===== config.mk =====
export PLATFORM = sky130hd
export DESIGN_NAME = rgb_mode_controller
export DESIGN_NICKNAME = d
export VERILOG_FILES = /design/src/rtl/rgb_mode_controller.sv
export SDC_FILE = /design/constraint.sdc
export NUM_CORES = 1
export LEC_CHECK = 0
export BUFFER_PORTS_ARGS = -buffer_cell sky130_fd_sc_hd__buf_2
export CORE_UTILIZATION = 40
export CTS_CLUSTER_DIAMETER = 120
export DETAILED_ROUTE_END_ITERATION = 16
export GPL_TIMING_DRIVEN = 0
export PLACE_DENSITY = 0.65
export SYNTH_ARGS = -nofsm -noshare
export SYNTH_HDL_FRONTEND = slang
export SYNTH_SLANG_ARGS = --single-unit

===== constraint.sdc =====
create_clock -name clk -period 1.6 [get_ports clk]
set_input_delay 0.08 -clock clk [delete_from_list [all_inputs] [get_ports clk]]
set_output_delay 0.08 -clock clk [all_outputs]
set_load 0.02 [all_outputs]

===== src/rtl/rgb_mode_controller.sv =====
// Button-driven colour sequencer for the etch-a-sketch RGB LED: synchronise and
// debounce one pushbutton, step an 8-colour FSM per press, drive the LED via fixed-duty PWM.
module rgb_mode_controller #(
    parameter int T        = 100,
    parameter int DUTY     = 25,
    parameter int DEBOUNCE = 12000
) (
    input  logic       clk,
    input  logic       rst,
    input  logic       button,
    output logic [2:0] rgb,
    output logic [2:0] mode,
    output logic       press
);

    localparam int CW = $clog2(DEBOUNCE + 1);
    localparam int PW = $clog2(T);
    localparam logic [CW-1:0] DB_LAST   = CW'(DEBOUNCE - 1);
    localparam logic [PW-1:0] PCNT_LAST = PW'(T - 1);

    typedef enum logic [2:0] {
        ST_OFF     = 3'd0,
        ST_RED     = 3'd1,
        ST_GREEN   = 3'd2,
        ST_BLUE    = 3'd3,
        ST_YELLOW  = 3'd4,
        ST_CYAN    = 3'd5,
        ST_MAGENTA = 3'd6,
        ST_WHITE   = 3'd7
    } mode_e;

    logic          s1_q, s2_q;
    logic          stable_q, stable_d;
    logic          stable_dly_q;
    logic [CW-1:0] db_cnt_q, db_cnt_d;
    logic          press_q, press_d;
    mode_e         state_q, state_d;
    logic [PW-1:0] pcnt_q, pcnt_d;
    logic [2:0]    rgb_q, rgb_d;
    logic [2:0]    mask;
    logic          pwm_on;

    // Debounce: stable only follows s2 after DEBOUNCE consecutive differing cycles.
    always_comb begin
        stable_d = stable_q;
        db_cnt_d = '0;
        if (s2_q != stable_q) begin
            if (db_cnt_q == DB_LAST) begin
                stable_d = s2_q;
            end else begin
                db_cnt_d = db_cnt_q + 1'b1;
            end
        end
    end

    assign press_d = stable_q & ~stable_dly_q;

    always_comb begin
        pcnt_d = pcnt_q + 1'b1;
        if (pcnt_q == PCNT_LAST) begin
            pcnt_d = '0;
        end
    end

    assign pwm_on = (32'(pcnt_q) < 32'(DUTY));

    // Mode FSM next state and colour mask; WHITE + 1 overflows back to OFF.
    always_comb begin
        state_d = state_q;
        mask    = 3'b000;
        if (press_q) begin
            state_d = mode_e'(state_q + 3'd1);
        end
        case (state_q)
            ST_OFF:     mask = 3'b000;
            ST_RED:     mask = 3'b100;
            ST_GREEN:   mask = 3'b010;
            ST_BLUE:    mask = 3'b001;
            ST_YELLOW:  mask = 3'b110;
            ST_CYAN:    mask = 3'b011;
            ST_MAGENTA: mask = 3'b101;
            ST_WHITE:   mask = 3'b111;
            default:    mask = 3'b000;
        endcase
    end

    for (genvar gi = 0; gi < 3; gi++) begin : g_chan
        assign rgb_d[gi] = mask[gi] & pwm_on;
    end

    always_ff @(posedge clk) begin
        if (rst) begin
            state_q <= ST_OFF;
        end else begin
            state_q <= state_d;
        end
    end

    always_ff @(posedge clk) begin
        if (rst) begin
            s1_q         <= 1'b0;
            s2_q         <= 1'b0;
            stable_q     <= 1'b0;
            stable_dly_q <= 1'b0;
            db_cnt_q     <= '0;
            press_q      <= 1'b0;
            pcnt_q       <= '0;
            rgb_q        <= 3'b000;
        end else begin
            s1_q         <= button;
            s2_q         <= s1_q;
            stable_q     <= stable_d;
            stable_dly_q <= stable_q;
            db_cnt_q     <= db_cnt_d;
            press_q      <= press_d;
            pcnt_q       <= pcnt_d;
            rgb_q        <= rgb_d;
        end
    end

    assign rgb   = rgb_q;
    assign mode  = state_q;
    assign press = press_q;

endmodule


# ---- Word-level counts from Yosys, hierarchy flattened
# Memory sizes are Yosys's and may differ from the RTL's. A register that Yosys moved wholly into a read port is not among the register bits.
# Index checks and enable logic that the tools add are counted.
dict set report classes {
  add_sub_neg 3
  order_cmp 1
  n_eq_ne 3
  mux 2
  bitwise_logic 6
  reduce_logical 3
}
# op count
set ops {}
lappend ops {{adder 14 x 1 -> 14 bit (second input constant)} 1}
lappend ops {{== test 14 bit (second input constant)} 1}
lappend ops {{adder 7 x 1 -> 7 bit (second input constant)} 1}
lappend ops {{== test 7 bit (second input constant)} 1}
lappend ops {{< comparator 7 x 5 -> 1 bit (second input constant)} 1}
lappend ops {{2-to-1 mux 3 bit} 2}
lappend ops {{AND 1 bit} 4}
lappend ops {{adder 3 x 1 -> 3 bit (second input constant)} 1}
lappend ops {{OR reduction 3 bit} 1}
lappend ops {{NOT 1 bit} 2}
lappend ops {{AND reduction 2 bit} 1}
lappend ops {{OR reduction 2 bit} 1}
lappend ops {{inequality test 1 bit} 1}
dict set report word_totals {
  regBits 32
  romBits 24
  out_inout_bits 7
  memories 1
}
# name depth word_bits rd rd_clocked_by_memory_dff write_ports line_no
set mem_list {}
lappend mem_list {{(name not given)} 8 3 1 1 0 74} ;# case (state_q)

# ---- Logic depth before layout (Yosys ltp)
dict set report depth {
  ltp_word 3
  depth_mapped 7
}

# ---- Least setup slack after synthesis
# Ideal clock, no wire load.
dict set report synth_path {
  path_kind {reg2reg}
  start {register db_cnt_q[0]}
  end {register db_cnt_q[11]}
  setup_time_ns 0.064
  t_arrival_ns 1.590
  slack_ns -0.054
  path_stages_with_launch 8
  cell_sequence {dfxtp_1 ha_1 and4_1 nor4b_4 or3_1 buf_6 buf_12 nor2_1}
}
dict set report synth_between {
  elab_chain_cells 2
  elab_cells_between_ends 3
  classes_between {1 x add/sub; 1 x eq/ne; 1 x reduce/logical}
}
# element line_no
set synth_lines {}
lappend synth_lines {{start: declaration} 35} ;# logic [CW-1:0] db_cnt_q, db_cnt_d;
lappend synth_lines {{start signal: assignment} 114} ;# db_cnt_q <= db_cnt_d;
lappend synth_lines {{branches (longest 2 deep; another with adder 14 x 1 -> 14 bit)} -}
# Parallel ways; which one is timed is not known.
# A chain may end at the register's enable or synchronous reset.

# ---- Worst setup path after layout
dict set report layout_path {
  start {register db_cnt_q[12]}
  end {register db_cnt_q[5]}
}
dict set report layout_between {
  elab_chain_cells 2
}
# element line_no
set layout_lines {}
lappend layout_lines {{== test 14 bit} 48} ;# if (db_cnt_q == DB_LAST) begin
lappend layout_lines {{OR reduction 3 bit (no source line)} -}
# Every way passes these cells.

==> out/summary.txt <==
Placed Area = 1500 um2
number of distinct library cell variants in the gate-level netlist after synthesis = 28
Slowest-stage cell, CP = or4b_4
RSZ-0062 raised after global routing = true
Die H = 61.1 um
top post-synthesis cells by count = dfxtp_1 (35), nor2_1 (25), xnor2_1 (11), xor2_1 (10), nand3_1 (8)
synthesized net count = 148
post-layout total power = 1.34 mW
WP buf/inv = 2
Async S/R FF share, synth = 0
Clock transition at path regs = 0.09 ns
compound-cell area share of the yosys netlist = 0.0134
weighted congestion reported at the end of routability-driven placement = 0.825
final hold violations = 0
Final Cell Area = 1640 um2
number of vias per cell = 4.73
crit-path max FO = 6
Cell Pwr Density = 815 nW/um2
number of flip-flops and latches in the synthesized netlist = 35
final critical-path required period = 1.71 ns
number of cell rows = 21
DRT antenna net count = 0
Data arrival, critical path = 1.92 ns
diodes inserted = 0
Setup Crit Path Kind = register to register
max-slew violation total from the final report = 0
class of the tightest hold or removal check = input pin to register
relative slew slack = 0.718
PortBufs = 9
detailed-route wire length per cell = 11.2 um
part of the cycle the worst path needs = 1.07
area leader, netlist = dfxtp_1
measured slew at the worst slew-check pin = 0.420 ns
EDFF count, synth = 0
worst hold slack after final layout = 0.0153 ns
maximum capacitance violations = 0
area share of the leading cell type in the synthesized netlist = 0.501
Clock Path Buffers = 2
Max H-tree Level = 2
number of clock sinks = 35
crit end category = register
number of buffers added by the clock tree synthesis step = 5
final wirelength = 2340 um
post-synthesis share of cell area spent on xor and xnor gates = 0.131
ratio of cells with drive above 1 in the final layout = 0.233
most frequently used flop master after synthesis = dfxtp_1
post-synthesis cell area = 1400 um2
number of DRC violations after detailed routing = 0
total overflow reported by the global router = 0
core region area = 3340 um2
starting density of the core = 0.419
number of primary I/O pins = 10
maximum operating frequency = 584 MHz
CP max stage delay = 0.54 ns
mean instance size in the synthesized netlist = 9.85 um2
first-pass GRT wire length = 3680 um
initial antenna violation count = 0
cells taking the most area after synthesis = dfxtp_1 (50%), xnor2_1 (6.9%), nor2_1 (6.7%)
setup slack at placement = -0.190 ns
clk_lat worst skew = 0.31 ns
Area growth, synth to finish = 17.4%
via count = 989
width of the die = 61.1 um
Final WS setup = -0.113 ns
GRT Overall Usage = 0.137
multiplexer share of the synthesized area = 0.0143
clock tree root buffer cell = clkbuf_4
failing checks = negative setup slack
first drt pass iteration count = 4
fin nets = 170
vias in the first global route = 915
Synth Area in Adders = 0.0340
fraction of the yosys area taken by sequential cells = 0.501
drt initial violations = 24
ordered cell list for the critical path = or4b_4 -> nor4b_4 -> or3_1 -> buf_6 -> buf_16 -> nor2_1
outcome = complete, but fails checks
final-layout setup total negative slack = -1.07 ns
top cell family by delay on the critical path = simple AND/OR/NAND/NOR gates
area enclosed by the die boundary = 3740 um2
post-synthesis simple-gate area fraction = 0.262
main combinational cell family by area after synthesis = simple AND/OR/NAND/NOR gates
number of warnings reported in the yosys synthesis log = 0
largest net degree at the start of global routing = 11
worst ir drop on vdd = 0.684 mV
Setup Skew = 0.00204 ns
Required @ worst endpoint = 1.81 ns
final HPWL from detailed placement = 1620 um
clock tree from TritonCTS = yes
element type at the critical path start = register
Post-Synthesis Cells = 142
total setup violations reported at the end of the flow = 13
cell with the most instances after synthesis = dfxtp_1
reported leakage power = 0.621 nW
[sequential cells by signal, summed over array words and instances (netlist names)]
| register | flops |
|---|---|
| s1_q | 1 |
| stable_dly_q | 1 |
| mode | 3 |
| rgb | 3 |
| press | 1 |
| db_cnt_q | 14 |
| pcnt_q | 7 |
| s2_q | 1 |
| stable_q | 1 |
| mask | 3 |
[per-layer routing]
metal,up-vias,GRT usage,share of wire
li1,516,-,-
met1,465,0.158,0.46
met2,6,0.230,0.51
met3,2,0.0441,0.023
met4,0,0.0649,0.0051
met5,-,0,0
[layout by cell type, fill, tap and decap left out, types with 5 or more instances in the layout]
cell,n
nor3_1,5
nand3_1,8
xor2_1,10
xnor2_1,11
buf_4,5
buf_2,9
nor2_1,21
dfxtp_1,30
clkbuf_4,5
nand2_1,7
[worst paths after layout]
kind / from / endpoint / slack, ns / cells after the start
setup / recovery: db_cnt_q[12]$_SDFF_PP0_ / db_cnt_q[5]$_SDFF_PP0_ / -0.11 / 6
hold / removal: rst / mode[2]$_SDFFE_PP0P_ / 0.02 / 2
setup reg to reg: db_cnt_q[12]$_SDFF_PP0_ / db_cnt_q[5]$_SDFF_PP0_ / -0.11 / 6
hold reg to reg: stable_dly_q$_SDFF_PP0_ / press$_SDFF_PP0_ / 0.39 / 1
[stage by stage]
stage                     utilization  instances
after global routing            0.492        209
after floorplan                     -        142
final                           0.492        209
after CTS                       0.484        208
after global placement          0.451        197
after detailed placement        0.451        197
[logic make-up (layout without fill, tap and decap cells)]
kind of cell               Yosys count  after routing
and+or+nand+nor                     69             69
DFF                                 35             35
xor gates and xnor gates            21             21
buffers and inverters                8             29
adders and majority gates            4              4
AOI/OAI and AO/OA                    3              3
muxes                                2              2
[power by group]
group          internal [mW]  switching, mW  total, mW
Clock                  0.156          0.250      0.406
Sequential             0.877        0.00836      0.886
Combinational         0.0238         0.0229     0.0467
Total                   1.06          0.281       1.34
[final cells by class]
type	instances	area, um2
clock buffers	6	41.3
repair buffers	16	120
inverters	4	15.0
plain buffers	3	35.0
multi-input cells	99	662
flip-flops and latches	35	712
fillers	328	1690
well taps	46	57.6
[what timing repair did]
| item | in CTS | in global routing |
|---|---|---|
| hold buffers | 1 | 0 |
| pin swaps | 3 | 1 |
| hold endpoints to repair | 1 | 0 |
| resized for setup | 8 | 7 |
| gates cloned | 1 | 0 |
| setup buffers | 4 | 1 |
| setup endpoints to repair | 15 | 15 |
(Power assumes the default switching activity.)
